===== src/rtl/vram_scheduler.sv =====
// -----------------------------------------------------------------------------
// vram_scheduler
//
// Write-port scheduler for a 2048-cell text-mode video RAM (32 rows x 64 cols).
// Two requesters (A = console writer, B = effect engine) share the single
// write port under round-robin arbitration. An optional clear engine fills
// every cell with a captured fill code, one cell per cycle.
//
// Optional feature macro: VRAM_SCHED_CLEAR_EN
//   defined   -> clear engine present (clr_start / fill_code / clr_busy live)
//   undefined -> clr_start and fill_code ignored, clr_busy tied to 0,
//                block stays in IDLE arbitration forever
//
// Ports
//   clk, rst_n            clock, asynchronous active-low reset
//   a_req/a_addr/a_data   requester A write request, cell address, cell code
//   a_gnt                 one-cycle grant to A (registered)
//   b_req/b_addr/b_data   requester B, same meaning as A
//   b_gnt                 one-cycle grant to B (registered)
//   clr_start, fill_code  clear-screen pulse and the code written by a clear
//   clr_busy              clear in progress (registered)
//   vram_addr/vram_data   video RAM write address / data (registered, held)
//   vram_we               video RAM write enable (registered)
//
// Handshake: a requester raises req with stable addr/data and holds all three
// until it sees its gnt. The write is on the RAM port in the same cycle gnt is
// high. A req sampled while that requester's own gnt is high is not eligible,
// so a requester that keeps req high across its grant is not written twice.
//
// The FSM state is kept in state_q (ST_IDLE / ST_CLEAR) so checkers can bind
// to it directly.
// -----------------------------------------------------------------------------
module vram_scheduler (
  input  logic        clk,
  input  logic        rst_n,
  input  logic        a_req,
  input  logic [10:0] a_addr,
  input  logic [15:0] a_data,
  output logic        a_gnt,
  input  logic        b_req,
  input  logic [10:0] b_addr,
  input  logic [15:0] b_data,
  output logic        b_gnt,
  input  logic        clr_start,
  input  logic [15:0] fill_code,
  output logic        clr_busy,
  output logic [10:0] vram_addr,
  output logic [15:0] vram_data,
  output logic        vram_we
);

  typedef enum logic {ST_IDLE = 1'b0, ST_CLEAR = 1'b1} state_t;

  state_t      state_q, state_d;
  logic        last_b_q, last_b_d;   // 1: B was granted most recently
  logic [10:0] cnt_q, cnt_d;         // clear address counter
  logic [15:0] fill_q, fill_d;       // fill code captured at clear start
  logic        we_d, a_gnt_d, b_gnt_d, busy_d;
  logic [10:0] addr_d;
  logic [15:0] data_d;
  logic        clr_go;
  logic        elig_a, elig_b, pick_a, pick_b;

`ifdef VRAM_SCHED_CLEAR_EN
  assign clr_go = clr_start;
`else
  assign clr_go = 1'b0;
`endif

  // A requester whose grant is showing this cycle is already being served.
  assign elig_a = a_req & ~a_gnt;
  assign elig_b = b_req & ~b_gnt;
  // Lone eligible requester wins outright; on contention the one not granted
  // most recently wins.
  assign pick_a = elig_a & (~elig_b | last_b_q);
  assign pick_b = elig_b & ~pick_a;

  // State register plus registered outputs and datapath.
  always_ff @(posedge clk or negedge rst_n) begin
    if (!rst_n) begin
      state_q   <= ST_IDLE;
      last_b_q  <= 1'b1;
      cnt_q     <= '0;
      fill_q    <= '0;
      vram_we   <= 1'b0;
      a_gnt     <= 1'b0;
      b_gnt     <= 1'b0;
      clr_busy  <= 1'b0;
      vram_addr <= '0;
      vram_data <= '0;
    end else begin
      state_q   <= state_d;
      last_b_q  <= last_b_d;
      cnt_q     <= cnt_d;
      fill_q    <= fill_d;
      vram_we   <= we_d;
      a_gnt     <= a_gnt_d;
      b_gnt     <= b_gnt_d;
      clr_busy  <= busy_d;
      vram_addr <= addr_d;
      vram_data <= data_d;
    end
  end

  // Next-state logic.
  always_comb begin
    state_d = state_q;
    case (state_q)
      ST_IDLE:  if (clr_go) state_d = ST_CLEAR;
      ST_CLEAR: if (cnt_q == 11'h7FF) state_d = ST_IDLE;
      default:  state_d = ST_IDLE;
    endcase
  end

  // Output logic: values the output registers take at the next edge.
  always_comb begin
    we_d     = 1'b0;
    a_gnt_d  = 1'b0;
    b_gnt_d  = 1'b0;
    addr_d   = vram_addr;
    data_d   = vram_data;
    last_b_d = last_b_q;
    cnt_d    = cnt_q;
    fill_d   = fill_q;
    case (state_q)
      ST_IDLE: begin
        if (clr_go) begin
          // Clear wins over any request sampled on the same edge.
          fill_d = fill_code;
          cnt_d  = '0;
        end else if (pick_a) begin
          we_d     = 1'b1;
          a_gnt_d  = 1'b1;
          addr_d   = a_addr;
          data_d   = a_data;
          last_b_d = 1'b0;
        end else if (pick_b) begin
          we_d     = 1'b1;
          b_gnt_d  = 1'b1;
          addr_d   = b_addr;
          data_d   = b_data;
          last_b_d = 1'b1;
        end
      end
      ST_CLEAR: begin
        we_d   = 1'b1;
        addr_d = cnt_q;
        data_d = fill_q;
        cnt_d  = cnt_q + 11'd1;  // wraps to 0 after 2047
      end
      default: ;
    endcase
`ifdef VRAM_SCHED_CLEAR_EN
    // Busy covers the entry cycle through the cycle showing the last write.
    busy_d = (state_d == ST_CLEAR) | (state_q == ST_CLEAR);
`else
    busy_d = 1'b0;
`endif
  end

endmodule


===== config.mk =====
export PLATFORM = sky130hd
export DESIGN_NAME = vram_scheduler
export DESIGN_NICKNAME = d
export VERILOG_FILES = /design/src/rtl/vram_scheduler.sv
export SDC_FILE = /design/constraint.sdc
export NUM_CORES = 1
export LEC_CHECK = 0
export ABC_AREA = 1
export BUFFER_PORTS_ARGS = -buffer_cell sky130_fd_sc_hd__buf_2
export CORE_MARGIN = 10
export CORE_UTILIZATION = 40
export CTS_CLUSTER_DIAMETER = 30
export DETAILED_ROUTE_END_ITERATION = 7
export PLACE_DENSITY = 0.7
export RECOVER_POWER = 25
export SKIP_CTS_REPAIR_TIMING = 1
export SLEW_MARGIN = 20
export SYNTH_ARGS = -nofsm -noshare
export SYNTH_HDL_FRONTEND = slang
export SYNTH_SLANG_ARGS = --single-unit

===== constraint.sdc =====
create_clock -name clk -period 3.9 [get_ports clk]
set_input_delay 0.78 -clock clk [delete_from_list [all_inputs] [get_ports clk]]
set_output_delay 0.78 -clock clk [all_outputs]
set_load 0.02 [all_outputs]

# Word-level counts from Yosys, hierarchy flattened
# Index checks and enable logic that the tools add are counted.
[totals] ff_bits=43 input_bits=75
[classes] add_sub_neg=1 n_eq_ne=2 mux=18 bitwise=10 reduce_logical=2
[ops] op="2-to-1 mux 11 bit" count=3
[ops] op="2-to-1 mux 16 bit" count=2
[ops] op="case mux 16 bit (2 select lines)" count=1
[ops] op="case mux 11 bit (2 select lines)" count=1
[ops] op="adder 11 x 1 -> 11 bit (second input constant)" count=1
[ops] op="equality test 11 bit (second input constant)" count=1
[ops] op="2-to-1 mux 1 bit" count=9
[ops] op="inverter 1 bit" count=5
[ops] op="AND 1 bit" count=4
[ops] op="case mux 1 bit (2 select lines)" count=2
[ops] op="!= test 3 bit (second input constant)" count=1
[ops] op="AND reduction 2 bit" count=1
[ops] op="nonzero test 2 bit" count=1
[ops] op="OR 1 bit" count=1

# Depth between registers and ports, before layout
[logic_depth] ltp_word=10 mapped_depth=9

# Worst setup path before layout
# OpenSTA, ideal clock, no wires.
[synth_path] path_type="in2reg" start="input a_req" end="register vram_addr[10]" t_arrival_ps=1512 setup_slack_ps=2323 path_stages=6 path_cell_list="nand2_2 buf_6 a21oi_4 buf_4 nand3_1 nand2_1"
[synth_between] elab_chain_len=5 elab_cells_between_ends=7 cone_classes="eq/ne: 1; mux: 2; bitwise: 4"
[synth_rtl] item="start, declared" line_no="36" text="input logic a_req,"
[synth_rtl] item="AND 1 bit (*)" line_no="71" text="assign elig_a = a_req & ~a_gnt;"
[synth_rtl] item="AND 1 bit (*)" line_no="75" text="assign pick_a = elig_a & (~elig_b | last_b_q);"
[synth_rtl] item="inverter 1 bit" line_no="76" text="assign pick_b = elig_b & ~pick_a;"
[synth_rtl] item="AND 1 bit" line_no="76"
[synth_rtl] item="!= test 3 bit (no line)"
[synth_rtl] item="end signal, assigned" line_no="100" text="vram_addr <= addr_d;"
[synth_rtl] item="end, declared" line_no="47" text="output logic [10:0] vram_addr,"
# Mark *: on every way between the ends. The rest lies on a longest branch, timed or not.
# A chain may end at the register's enable or synchronous reset.

==> metrics.md <==
| Metric | Value |
|---|---|
| H-tree Lvls | 2 |
| Slew HR | -54.4% |
| Total grt overflow | 0 |
| Via-per-instance ratio | 4.65 |
| Period utilization | 63.9% |
| Num CTS Buffers | 5 |
| CP cell instances | clkbuf_1 |
| Non-filler cells, final | 466 |
| Leak Pwr | 1.72 nW |
| Crit path max-delay family | buffers and inverters |
| Clock Path Buffers | 2 |
| Count of final hold-check violations | 0 |
| Antenna diode count | 0 |
| Crit-path max FO | 43 |
| Vias | 2165 |
| Max-cap viol count | 1 |
| Failing checks | capacitance limit, slew limit |
| Min-delay worst type | reg -> reg |
| Synth cell types | 24 |
| Compound-Gate Fraction of Synth Area | 7.28% |
| Pwr dens | 461 nW/um^2 |
| Req. time, crit path | around 3800 ps |
| Crit path buffers/inverters | 1 |
| Clock Latency Late Sink | 300 ps |
| Avg Inst Size Synth | ~7.4 sq um |
| Core area | 5570 sq um |
| Syn. warnings | 0 |
| Root Buffer | clkbuf_8 |
| Drt total wl | 6.18 mm |
| Post-Synth Simple-Gate Area | 28.6% |
| RePlAce Congestion | 0.788 |
| DRC Markers | 0 |
| Post-synthesis mux area share | 0% |
| I/O Pins | 106 |
| RSZ-0062 raised after global routing | false |
| Dpl cells | 458 |
| Die H | 96.2 um |
| PortBufs | between 80 and 90 |
| Sequential-to-total area share from yosys stat | 46.4% |
| Cell Area, Synth | 2320 sq um |
| CTS tree | done |
| Antenna violations before repair | 0 |
| Drt initial violations | 87 |
| Floorplan row count | 27 |
| Synth-to-layout area growth | 23.5% |
| Starting Density | 41.6% |
| Fillcell total | ~560 |
| Final net count | 469 |
| Post-Synth Adder-Cell Area | 0.539% |
| #FFs+latches synth | 43 |
| Total iterations of the first detailed-routing run | 4 |
| Die width | 96.2 um |
| Final Slew Violations | 44 |
| DRT antenna net count | 0 |
| Fmax achieved | ~400 MHz |
| Crit. End Element | async pin |
| Core Util, Final | 51.4% |
| Status | finished, violations left |
| CP Data Arrival Time | 2420 ps |
| Max incr delay on CP | 1620 ps |
| Setup Viol. Count Final | 0 |
| Tmin final | 2490 ps |
| Largest net degree at the start of global routing | 44 |
| Detailed-route wire length per cell | 13.3 um |
| Die ar. | 9250 sq um |
| Synth Instances | 314 |
| Worst-path clk slew | 80 ps |
| Post-route setup TNS | 0 ps |
| Largest family of logic cells by synthesized area | simple AND/OR/NAND/NOR gates |
| Post-DP HPWL | 4.55 mm |
| Worst path slowest cell | clkbuf_1 |
| Post-synthesis xor/xnor area fraction | under 10% |
| Global-route wire length before repair | 10.1 mm |
| Share of layout cells above drive strength 1 | 25.4% |
| Synthesized net count | 390 |
| Clock sinks | 43 |
| Setup CP Type | in -> async |
| Clock Skews | roughly 8.9 ps |
| Peak VDD IR | 0.231 mV |
| Actual slew at the worst max-slew pin | 2320 ps |
| Total track usage | around 13% |
| Vias in the first global route | 2199 |
| Startpoint types | input port |
[final cells by class]
class	instances	area, sq um	area share (%)
clock inverter	3	43.8	1.53
clock buffer	5	68.8	2.40
timing repair buffer	88	442	15.4
inverter	60	225	7.86
tap	72	90.1	3.14
sequential	43	1080	37.6
multi-input combinational	195	918	32.1
[registers in the layout (all words and copies together), names as in the netlist]
| name | count |
|---|---|
| vram_data | 16 |
| last_b_q | 1 |
| a_gnt | 1 |
| cnt_q | 11 |
| vram_we | 1 |
| b_gnt | 1 |
| vram_addr | 11 |
| state_q | 1 |
[synthesized netlist by cell type]
| library cell | count | share of area (%) |
|---|---|---|
| a21oi_1 | 9 | 1.9 |
| a21oi_4 | 1 | 0.70 |
| buf_2 | 7 | 1.5 |
| buf_4 | 4 | 1.3 |
| buf_6 | 2 | 0.97 |
| clkbuf_1 | 3 | 0.49 |
| clkinv_1 | 1 | 0.16 |
| conb_1 | 1 | 0.16 |
| dfrtp_1 | 42 | 45 |
| dfstp_2 | 1 | 1.1 |
| ha_1 | 1 | 0.54 |
| inv_1 | 59 | 9.5 |
| nand2_1 | 84 | 14 |
| nand2_2 | 2 | 0.54 |
| nand3_1 | 16 | 3.5 |
| nand3b_1 | 1 | 0.32 |
| nand4_1 | 18 | 4.9 |
| nor2_1 | 30 | 4.9 |
| nor3_1 | 2 | 0.43 |
| nor3b_2 | 1 | 0.54 |
| o21a_1 | 1 | 0.32 |
| o21ai_0 | 9 | 1.9 |
| o21ai_1 | 11 | 2.4 |
| xor2_1 | 8 | 3.0 |
[stage by stage]
step / setup slack, ps / power (mW) / hold WS (ps) / cell area (sq um)
3_5_place_dp: 1380 / 0.988 / 488 / 2750
6_report: 1410 / 1.32 / 497 / 2870
3_3_place_gp: 1430 / 0.978 / 484 / 2750
4_1_cts: 1590 / 1.34 / 499 / 2870
5_1_grt: 990 / 1.41 / 528 / 2870
2_1_floorplan: 2320 / 0.837 / 463 / 2320
[logic make-up after synthesis]
logic type / Yosys count
other cells: 1
buf+inv: 76
compound gates: 31
fa+ha+maj: 1
simple gates: 154
xor+xnor: 8
flops: 43
[metal layers]
layer	global-route usage, %	wire [um]
met5	0	0
met4	4.91	120
met3	3.19	353
met2	23.2	3080
met1	16.0	2620
[layout by cell type (no fill, tap or decap), drive strengths merged, types with 2 or more instances in the layout]
master,instances
buf,87
nand2,86
inv,59
dfrtp,42
nor2,30
o21ai,20
nand4,18
nand3,16
a21oi,10
xor2,8
clkbuf,6
clkinv,3
nor3,2
[worst paths after layout]
| kind | slack, ps | endpoint | from | depth (start not counted) |
|---|---|---|---|---|
| worst min-delay path | 500 | cnt_q[4] | cnt_q[4] | 1 |
| worst max-delay path | 1410 | cnt_q[7] | rst_n | 1 |
| worst max register to register | 1560 | vram_addr[0] | state_q | 6 |
| max in group clk | 1560 | vram_addr[0] | state_q | 6 |
| min in group asynchronous | 1170 | vram_we | rst_n | 1 |
| worst min register to register | 500 | cnt_q[4] | cnt_q[4] | 1 |
[report_power, final]
group          leakage (nW)  internal, mW  switching, mW
clock                0.0581         0.191          0.160
combinational          1.12         0.139          0.274
sequential            0.538         0.523         0.0353
No activity file was read; power rests on OpenSTA's default activity.
